===== src/rtl/button_event_decoder.sv =====
// -----------------------------------------------------------------------------
// button_event_decoder
//
// Turns a clean, debounced button level into single-cycle user events.
// Edge pulses are produced unconditionally. A small FSM with one shared
// counter classifies each press as short, long or double.
//
// Ports:
//   clk          in   system clock
//   reset_n      in   asynchronous active-low reset
//   din          in   debounced button level, synchronous to clk
//   enable       in   press classification enable (edge pulses ignore it)
//   rise_pulse   out  one-cycle pulse on din 0->1
//   fall_pulse   out  one-cycle pulse on din 1->0
//   short_press  out  one-cycle pulse, press that was neither long nor double
//   long_press   out  one-cycle pulse when the hold reaches LONG_CYCLES
//   double_press out  one-cycle pulse on release of the second press
//   held         out  level, high while in the long-hold state
//   busy         out  level, high whenever the FSM is not idle
//
// All outputs are registered and clear asynchronously on reset.
// -----------------------------------------------------------------------------
module button_event_decoder #(
  parameter int LONG_CYCLES = 100_000_000,
  parameter int GAP_CYCLES  = 30_000_000,
  parameter int CNT_W       = 27
) (
  input  logic clk,
  input  logic reset_n,
  input  logic din,
  input  logic enable,
  output logic rise_pulse,
  output logic fall_pulse,
  output logic short_press,
  output logic long_press,
  output logic double_press,
  output logic held,
  output logic busy
);

  typedef enum logic [2:0] {
    ST_IDLE      = 3'd0,
    ST_PRESS1    = 3'd1,
    ST_WAIT_GAP  = 3'd2,
    ST_PRESS2    = 3'd3,
    ST_LONG_HOLD = 3'd4
  } state_e;

  // Terminal counts: the counter starts at 0 on entry, so maturity is N-1.
  localparam logic [CNT_W-1:0] LONG_LAST = CNT_W'(LONG_CYCLES - 1);
  localparam logic [CNT_W-1:0] GAP_LAST  = CNT_W'(GAP_CYCLES - 1);
  localparam logic [CNT_W-1:0] CNT_ONE   = CNT_W'(1);
  localparam logic [CNT_W-1:0] CNT_ZERO  = CNT_W'(0);

  state_e           state_q, state_d;
  logic [CNT_W-1:0] cnt_q, cnt_d;
  logic             din_q;
  logic             rise_s, fall_s;
  logic             short_d, long_d, double_d;

  logic rise_pulse_q, fall_pulse_q, short_q, long_q, double_q, held_q, busy_q;

  assign rise_s = din & ~din_q;
  assign fall_s = ~din & din_q;

  // Next-state, counter and event decode.
  always_comb begin
    state_d  = state_q;
    cnt_d    = cnt_q;
    short_d  = 1'b0;
    long_d   = 1'b0;
    double_d = 1'b0;

    if (!enable) begin
      // Classification disabled: abandon any press in progress silently.
      state_d = ST_IDLE;
      cnt_d   = CNT_ZERO;
    end else begin
      case (state_q)
        ST_IDLE: begin
          cnt_d = CNT_ZERO;
          if (rise_s) begin
            state_d = ST_PRESS1;
          end else begin
            state_d = ST_IDLE;
          end
        end

        ST_PRESS1: begin
          // din_q is always 1 here, so din=0 is exactly a fall. Checking the
          // release first lets a fall on the maturing edge win over long.
          if (!din) begin
            state_d = ST_WAIT_GAP;
            cnt_d   = CNT_ZERO;
          end else if (cnt_q == LONG_LAST) begin
            long_d  = 1'b1;
            state_d = ST_LONG_HOLD;
            cnt_d   = CNT_ZERO;
          end else begin
            cnt_d = cnt_q + CNT_ONE;
          end
        end

        ST_WAIT_GAP: begin
          // A second press on the timeout edge still counts as a double.
          if (rise_s) begin
            state_d = ST_PRESS2;
            cnt_d   = CNT_ZERO;
          end else if (cnt_q == GAP_LAST) begin
            short_d = 1'b1;
            state_d = ST_IDLE;
            cnt_d   = CNT_ZERO;
          end else begin
            cnt_d = cnt_q + CNT_ONE;
          end
        end

        ST_PRESS2: begin
          cnt_d = CNT_ZERO;
          if (!din) begin
            double_d = 1'b1;
            state_d  = ST_IDLE;
          end else begin
            state_d = ST_PRESS2;
          end
        end

        ST_LONG_HOLD: begin
          cnt_d = CNT_ZERO;
          if (!din) begin
            state_d = ST_IDLE;
          end else begin
            state_d = ST_LONG_HOLD;
          end
        end

        default: begin
          state_d = ST_IDLE;
          cnt_d   = CNT_ZERO;
        end
      endcase
    end
  end

  // FSM state, counter and input history registers.
  always_ff @(posedge clk or negedge reset_n) begin
    if (!reset_n) begin
      state_q <= ST_IDLE;
      cnt_q   <= CNT_ZERO;
      din_q   <= 1'b0;
    end else begin
      state_q <= state_d;
      cnt_q   <= cnt_d;
      din_q   <= din;
    end
  end

  // Registered event and status outputs; status follows the next state so it
  // lines up with the event pulse that caused the transition.
  always_ff @(posedge clk or negedge reset_n) begin
    if (!reset_n) begin
      rise_pulse_q <= 1'b0;
      fall_pulse_q <= 1'b0;
      short_q      <= 1'b0;
      long_q       <= 1'b0;
      double_q     <= 1'b0;
      held_q       <= 1'b0;
      busy_q       <= 1'b0;
    end else begin
      rise_pulse_q <= rise_s;
      fall_pulse_q <= fall_s;
      short_q      <= short_d;
      long_q       <= long_d;
      double_q     <= double_d;
      held_q       <= (state_d == ST_LONG_HOLD);
      busy_q       <= (state_d != ST_IDLE);
    end
  end

  assign rise_pulse   = rise_pulse_q;
  assign fall_pulse   = fall_pulse_q;
  assign short_press  = short_q;
  assign long_press   = long_q;
  assign double_press = double_q;
  assign held         = held_q;
  assign busy         = busy_q;

endmodule


===== config.mk =====
export PLATFORM = sky130hd
export DESIGN_NAME = button_event_decoder
export DESIGN_NICKNAME = d
export VERILOG_FILES = /design/src/rtl/button_event_decoder.sv
export SDC_FILE = /design/constraint.sdc
export NUM_CORES = 1
export LEC_CHECK = 0
export ABC_CLOCK_PERIOD_IN_PS = 2510
export BUFFER_PORTS_ARGS = -buffer_cell sky130_fd_sc_hd__buf_2
export CORE_UTILIZATION = 40
export CTS_BUF_LIST = sky130_fd_sc_hd__clkbuf_2 sky130_fd_sc_hd__clkbuf_4 sky130_fd_sc_hd__clkbuf_8
export CTS_CLUSTER_SIZE = 25
export DETAILED_ROUTE_END_ITERATION = 10
export PLACE_DENSITY_LB_ADDON = 0.12
export SKIP_CTS_REPAIR_TIMING = 1
export SLEW_MARGIN = 20
export SYNTH_ARGS = -nofsm -noshare
export SYNTH_HDL_FRONTEND = slang
export SYNTH_SLANG_ARGS = --single-unit

===== constraint.sdc =====
create_clock -name clk -period 2.51 [get_ports clk]
set_clock_uncertainty 0.15 [all_clocks]
set_input_delay 0.502 -clock clk [delete_from_list [all_inputs] [get_ports clk]]
set_output_delay 0.502 -clock clk [all_outputs]
set_load 0.03 [all_outputs]

==> impl_metrics.tcl, run 1 <==
set metrics [dict create \
    drc_errors 0 \
    dieArea_um2 5410 \
    critical_path_class "reg2reg" \
    worstReg2RegStart "cnt_q[0]$_DFF_PN0_" \
    drive_gt1_frac 0.133 \
    synth-edff-count 0 \
    antenna_found_initial 0 \
    critical_path_required_ps 2560 \
    routedWlPerCell_um 15.6 \
    synth_top_area_frac 0.464 \
    viasPerCell 5.86 \
    cts_tree "done" \
    holdWs_ps 168 \
    ys_warn_count 0 \
    cts_sinks 38 \
    yosys.cell_types.count 42 \
    seq_area_frac_synth 0.464 \
    wl_met3_um 146 \
    hpwl_um 3010 \
    cts_made_buffers 5 \
    die-width_um 73.6 \
    synth_area_leaders "dfrtp_1 (46%), a22oi_1 (4.4%), a21oi_1 (3.9%)" \
    clockBufferDepth 2 \
    finalSetupViolCount 0 \
    rsz0062_at_grt "false" \
    yosys.area.top_type "dfrtp_1" \
    slew_headroom 0.443 \
    routed_wl_um 4350 \
    final_nets 216 \
    synth_commonest_cells "dfrtp_1 (38), a21oi_1 (16), nand3_1 (13), o21ai_0 (13), a22oi_1 (12)" \
    area_delta_synth_final_pct 9.29 \
    max_slew.worst_pin.slew_ps 836 \
    insertion_delay_ps 280 \
    async_reset_ff_frac 1.00 \
    hold_viol 0 \
    syn_avg_cell_area_um2 10.3 \
    via_count 1628 \
    hold_class "in2async" \
    gr-total-overflow 0 \
    core-area_um2 4820 \
    cts.clk_slew.worst_paths_ps 70 \
    max_freq_mhz 471 \
    syn_nets 204 \
    gp_congestion 0.798 \
    fin_crit_ps 2120 \
    maxCapViolCount 0 \
    grt_pass1_wl_um 7540 \
    crit_arrival_ps 2170 \
    powerDensity_nw_per_um2 491 \
    timing.final.crit_share 0.845 \
    port_buffers 10 \
    startpoint "cnt_q[0]$_DFF_PN0_" \
    tns_ps 0 \
    start_kind "flip-flop" \
    dr.pass1.iters 4 \
    pin_count 11 \
    start_util 0.425 \
    fillCellCount 466 \
    n_antenna_cell 0 \
    status "finished clean" \
    dr.max_layer_used "met4" \
    netlist_instances 199 \
    drt_iter0_drc 109 \
    ys.flop_type "dfrtp_1" \
    rows 25 \
    grt_max_degree 39 \
    ant_nets 0 \
    htreeDepth 2 \
    route.met2.wl_um 2070 \
    grt_pass1_vias 1571 \
    synth-seq-cells 38 \
    fp.dieH_um 73.6 \
    drv_slew 0 \
    cellLeakagePower_uw 0.000905 \
    cp_max_fo 11 \
    wl_met1_um 2090 \
    syn_area_um2 2050 \
    root_buffer "clkbuf_8" \
    vdd_drop_max_mv 0.263 \
    crit_path_end_kind "flip-flop" \
    yosysMostFrequentCell "dfrtp_1" \
    track_usage 0.185 \
]
==> area by class of cell <==
| class | count | area, um2 | area share |
|---|---|---|---|
| sequential | 38 | 951 | 0.425 |
| timing repair buffer | 15 | 87.6 | 0.0391 |
| multi-input combinational | 148 | 1020 | 0.456 |
| tap | 67 | 83.8 | 0.0375 |
| inverter | 3 | 11.3 | 0.00503 |
| clock buffer | 7 | 83.8 | 0.0375 |
==> layout by cell type, fill, tap and decap left out, types with 5 or more instances in the layout <==
master,synthesis,final
and3_1,6,6
clkbuf_8,0,5
buf_2,4,10
nand2_1,9,9
dfrtp_1,38,38
xnor2_1,6,6
and4_1,7,7
nand4_1,7,7
buf_4,0,5
a21oi_1,16,16
a22oi_1,12,12
nand3_1,13,13
xor2_1,8,8
or3_1,10,10
o21ai_0,13,13
==> final timing paths <==
| path | to | slack, ps | cells past startpoint |
|---|---|---|---|
| max reg2reg | cnt_q[26]$_DFF_PN0_ | 390 | 5 |
| max | cnt_q[26]$_DFF_PN0_ | 390 | 5 |
| max in group asynchronous | cnt_q[25]$_DFF_PN0_ | 1520 | 1 |
| min in group clk | din_q$_DFF_PN0_ | 270 | 1 |
| min reg2reg | rise_pulse$_DFF_PN0_ | 330 | 1 |
| min | rise_pulse$_DFF_PN0_ | 170 | 1 |
==> power breakdown <==
part	leakage, uW	switching, uW	internal [uW]	total (uW)
clock network	0.0000452	196	213	409
logic	0.000336	43.7	19.0	62.7
registers	0.000524	7.05	620	627
total	0.000905	247	851	1100
==> cell families after synthesis <==
logic type                 Yosys count  synth area share
and+or+nand+nor                     84             0.278
AOI/OAI and AO/OA                   49             0.155
DFF                                 38             0.464
xor gates and xnor gates            14            0.0599
buffers and inverters               13            0.0373
adders and majority gates            1           0.00611
==> flip-flops by register name (all words and copies together) (netlist names) <==
register      flops
busy              1
cnt_q            27
din_q             1
double_press      1
fall_pulse        1
held              1
long_press        1
rise_pulse        1
short_press       1
state_q           3
==> worst max-delay path, cell delays in order (launching register included) <==
cell     delay (ps)
dfrtp_1         390
ha_1            220
and3_1          330
nand4_2         270
or4_1           520
a22oi_1         160
==> layer usage <==
layer,vias to the layer above,GRT usage
met5,-,0
met4,0,0.0726
met3,5,0.0439
met2,31,0.302
met1,813,0.236
li1,779,-
==> metrics by stage <==
step,setup WS (ps),area (um2),instances,total power [uW],utilization
5_1_grt,239,2240,278,1150,0.465
6_report,388,2240,278,1100,0.465
2_1_floorplan,604,2050,199,675,-
3_3_place_gp,468,2150,271,700,0.447
4_1_cts,382,2240,278,1120,0.465
3_5_place_dp,401,2150,271,702,0.447
(Power assumes the default switching activity.)
==> run 2, diff against run 1 <==
Settings changed: ABC_CLOCK_PERIOD_IN_PS 2510 to 2100.
Clock period 2.51 ns to 2.1 ns, I/O delays scaled along.
==> run 2 against run 1 <==
  * Clock power rose by 31%
  * Design area rose by 4.1%
  * Clock-buffer cell count unchanged
  * Combinational power up 33%
  * Via count increased by 3.7%
  * Sequential cell count stayed put
  * Sequential power up 19%
  * First-iteration DRC count fell by 12%
  * Largest cell class unchanged
==> impl_metrics.tcl, run 2 (synthesis gave the netlist of run 1 again) <==
set metrics [dict create \
    status "finished clean" \
    grt_max_degree 39 \
    cts.clk_slew.worst_paths_ps 70 \
    final_common_cell "dfrtp_1" \
    critical_path_required_ps 2100 \
    finalSetupViolCount 0 \
    die-width_um 73.6 \
    tns_ps 0 \
    largestRegisters "cnt_q (27), state_q (3)" \
    maxCapViolCount 0 \
    critical_path_class "reg2reg" \
    cp_max_fo 4 \
    fin_crit_ps 1980 \
    track_usage 0.197 \
    mostFrequentLayoutCells "dfrtp_1 (38), a21oi_1 (16), nand3_1 (13), o21ai_0 (13), a22oi_1 (12)" \
    worstHoldStart "din" \
    routedWlPerCell_um 16.1 \
    port_buffers 10 \
    seqCellArea_um2 951 \
    cpPeakStageDelay_ps 500 \
    r2r_slack_ps 120 \
    root_buffer "clkbuf_8" \
    powerDensity_nw_per_um2 587 \
    drc_errors 0 \
    holdPathStages 1 \
    fillCellCount 468 \
    largest-register "cnt_q" \
    timing.final.crit_share 0.943 \
    vdd_drop_max_mv 0.324 \
    via_count 1688 \
    largest_reg_flops 27 \
    multi_input_area_um2 1020 \
    drt_iter0_drc 96 \
    hold_class "in2reg" \
    drv_slew 0 \
    crit_family "simple AND/OR/NAND/NOR gates" \
    cellLeakagePower_uw 0.000957 \
    clockBufferDepth 2 \
    antenna_found_initial 0 \
    crit_path_end_kind "flip-flop" \
    ant_nets 0 \
    cts_made_buffers 5 \
    r2r_end "state_q[1]$_DFF_PN0_" \
    cp_common_cell "nand3_1" \
    drive_gt1_frac 0.164 \
    gr-total-overflow 0 \
    slew_headroom 0.683 \
    insertion_delay_ps 290 \
    gp_congestion 0.782 \
    grt_pass1_wl_um 8110 \
    viasPerCell 5.90 \
    hold_viol 0 \
    final_nets 223 \
    dieArea_um2 5410 \
    rows 25 \
    core-area_um2 4820 \
    fp.dieH_um 73.6 \
    start_util 0.425 \
    crit_arrival_ps 1980 \
    htreeDepth 2 \
    min_to "din_q$_DFF_PN0_" \
    cts_tree "done" \
    hpwl_um 3240 \
    path_cells "nor4b_1, nand3_1, o311ai_0, nand3_1" \
    cts_sinks 38 \
    max_freq_mhz 505 \
    start_kind "flip-flop" \
    pin_count 11 \
    holdWs_ps 182 \
    max_slew.worst_pin.slew_ps 470 \
    n_antenna_cell 0 \
    dr.pass1.iters 4 \
    routed_wl_um 4610 \
    path_buf_inv 0 \
    worstReg2RegStart "cnt_q[10]$_DFF_PN0_" \
    r2r.worst_path.cells 4 \
    crit_slowest_cell "o311ai_0" \
    rsz0062_at_grt "false" \
    grt_pass1_vias 1663 \
    area_delta_synth_final_pct 13.8 \
]
-- run 2: changes by cell type in the layout (fill, tap and decap cells not counted), sizes merged --
cell         delta
buf             +6
dlygate4sd3     +1
clkinv          +1
-- run 2: cell type report --
type                    count  share of cell area
well taps                  67              0.0360
repair buffers             22              0.0719
flip-flops and latches     38               0.408
multi-input cells         148               0.439
clock inverters             1             0.00215
inverters                   3             0.00483
clock buffers               7              0.0386
-- run 2: metrics by stage --
stage	cells	power (uW)	cell area [um2]	setup WS, ps	util
global placement	277	844	2220	211	0.462
CTS	285	1390	2320	123	0.482
floorplan	199	807	2050	194	-
detailed placement	277	846	2220	138	0.462
global route	286	1430	2330	29.5	0.484
finish	286	1370	2330	119	0.484
-- run 2: power breakdown --
part	total, uW	internal, uW	switching (uW)
clock	536	278	258
combinational	83.3	29.3	54.0
sequential	748	740	8.28
total	1370	1050	321
-- run 2: worst register-to-register path, stage by stage (launching register included) --
cell and delay [ps]:
dfrtp_1 420, nor4b_1 470, nand3_1 170, o311ai_0 500, nand3_1 120
-- run 2: routing by layer --
layer  GRT usage  vias up  share of wire
li1            -      798              -
met1       0.264      842           0.47
met2       0.307       39           0.46
met3      0.0480        9          0.045
met4      0.0791        0          0.018
met5           0        -              0
-- run 2: how the worst max path moves through the flow --
stage,start,to,slack (ps),cells past startpoint
floorplan,cnt_q[0]$_DFF_PN0_,cnt_q[25]$_DFF_PN0_,190,7
global placement,cnt_q[10]$_DFF_PN0_,busy$_DFF_PN0_,210,4
detailed placement,cnt_q[0]$_DFF_PN0_,state_q[1]$_DFF_PN0_,140,5
CTS,cnt_q[0]$_DFF_PN0_,cnt_q[22]$_DFF_PN0_,120,6
global route,cnt_q[0]$_DFF_PN0_,state_q[1]$_DFF_PN0_,30,5
finish,cnt_q[10]$_DFF_PN0_,state_q[1]$_DFF_PN0_,120,4
==> run 3, diff against run 2 <==
Settings changed: RECOVER_POWER set to 25.
==> run 3 against run 2 <==
  * First-iteration DRC count unchanged
  * Highest routed layer unchanged
  * Sequential power about the same
  * Register-to-register slack got worse by 20 ps
  * Sequential cell count unchanged
  * Critical path depth unchanged
==> impl_metrics.tcl, run 3 (synthesis gave the netlist of run 1 again) <==
set metrics [dict create \
    holdWs_ps 237 \
    powerDensity_nw_per_um2 589 \
    rsz0062_at_grt "false" \
    gp_congestion 0.782 \
    final_common_cell "dfrtp_1" \
    antenna_found_initial 0 \
    routedWlPerCell_um 16.1 \
    fin_crit_ps 2000 \
    mostFrequentLayoutCells "dfrtp_1 (38), a21oi_1 (16), nand3_1 (13), o21ai_0 (13), a22oi_1 (12)" \
    vdd_drop_max_mv 0.323 \
    gr-total-overflow 0 \
    hold_class "in2reg" \
    cellLeakagePower_uw 0.000949 \
    cts_tree "done" \
    slew_headroom 0.361 \
    pin_count 11 \
    insertion_delay_ps 300 \
    multi_input_area_um2 1020 \
    grt_pass1_wl_um 8110 \
    hpwl_um 3240 \
    startpoint "cnt_q[10]$_DFF_PN0_" \
    htreeDepth 2 \
    dieArea_um2 5410 \
    cts.clk_slew.worst_paths_ps 70 \
    drv_slew 0 \
    start_util 0.425 \
    critical_path_required_ps 2100 \
    max_slew.worst_pin.slew_ps 958 \
    crit_arrival_ps 2000 \
    start_kind "flip-flop" \
    die-width_um 73.6 \
    tns_ps 0 \
    viasPerCell 5.90 \
    dp_cells 277 \
    area_delta_synth_final_pct 13.0 \
    root_buffer "clkbuf_8" \
    critical_path_class "reg2reg" \
    hold_viol 0 \
    timing.final.crit_share 0.951 \
    core-area_um2 4820 \
    worstHoldStart "din" \
    clockBufferDepth 2 \
    cp_max_fo 4 \
    final_cells 286 \
    n_antenna_cell 0 \
    crit_path_end_kind "flip-flop" \
    grt_max_degree 39 \
    cts_sinks 38 \
    drive_gt1_frac 0.160 \
    status "finished clean" \
    final_nets 223 \
    maxCapViolCount 0 \
    rows 25 \
    track_usage 0.197 \
    drt_iter0_drc 96 \
    finalSetupViolCount 0 \
    dr.pass1.iters 4 \
    routed_wl_um 4610 \
    largest-register "cnt_q" \
    port_buffers 10 \
    worstReg2RegStart "cnt_q[10]$_DFF_PN0_" \
    fillCellCount 467 \
    cts_made_buffers 5 \
    via_count 1687 \
    largestRegisters "cnt_q (27), state_q (3)" \
    drc_errors 0 \
    seqCellArea_um2 951 \
    max_freq_mhz 501 \
    largest_reg_flops 27 \
    ant_nets 0 \
    grt_pass1_vias 1663 \
    fp.dieH_um 73.6 \
]
[run 3: power by group]
group	switching, uW	internal (uW)
combinational	53.5	25.6
clock	258	278
sequential	8.28	740
[run 3: metrics by stage]
stage / cell area, um2 / setup WS (ps) / utilization / power (uW)
2_1_floorplan: 2050 / 194 / - / 807
3_3_place_gp: 2220 / 211 / 0.462 / 844
3_5_place_dp: 2220 / 138 / 0.462 / 846
4_1_cts: 2320 / 123 / 0.482 / 1390
5_1_grt: 2310 / 29.5 / 0.481 / 1420
6_report: 2310 / 102 / 0.481 / 1360
[run 3: per-layer routing]
metal	wire (um)	global-route usage	part of all wire
met3	203	0.0480	0.044
met4	83	0.0791	0.018
met2	2140	0.307	0.46
met5	0	0	0
met1	2190	0.264	0.48
[run 3: worst paths after layout]
| check | end | slack [ps] | cells past startpoint |
|---|---|---|---|
| min | din_q$_DFF_PN0_ | 240 | 1 |
| max reg2reg | state_q[1]$_DFF_PN0_ | 100 | 4 |
| max | state_q[1]$_DFF_PN0_ | 100 | 4 |
| min reg2reg | rise_pulse$_DFF_PN0_ | 340 | 1 |
| min in group asynchronous | held$_DFF_PN0_ | 750 | 3 |
| max in group asynchronous | cnt_q[13]$_DFF_PN0_ | 460 | 3 |
[run 3: area by class of cell]
| cell class | instances | share of cell area |
|---|---|---|
| clock inverters | 1 | 0.00216 |
| inverters | 3 | 0.00486 |
| repair buffers | 22 | 0.0654 |
| multi-input cells | 148 | 0.442 |
| flip-flops and latches | 38 | 0.411 |
| clock buffers | 7 | 0.0389 |
| well taps | 67 | 0.0362 |
[run 3: worst max-delay path, stage by stage (launching register included)]
cell and delay (ps):
dfrtp_1 420, nor4b_1 490, nand3_1 170, o311ai_0 500, nand3_1 120
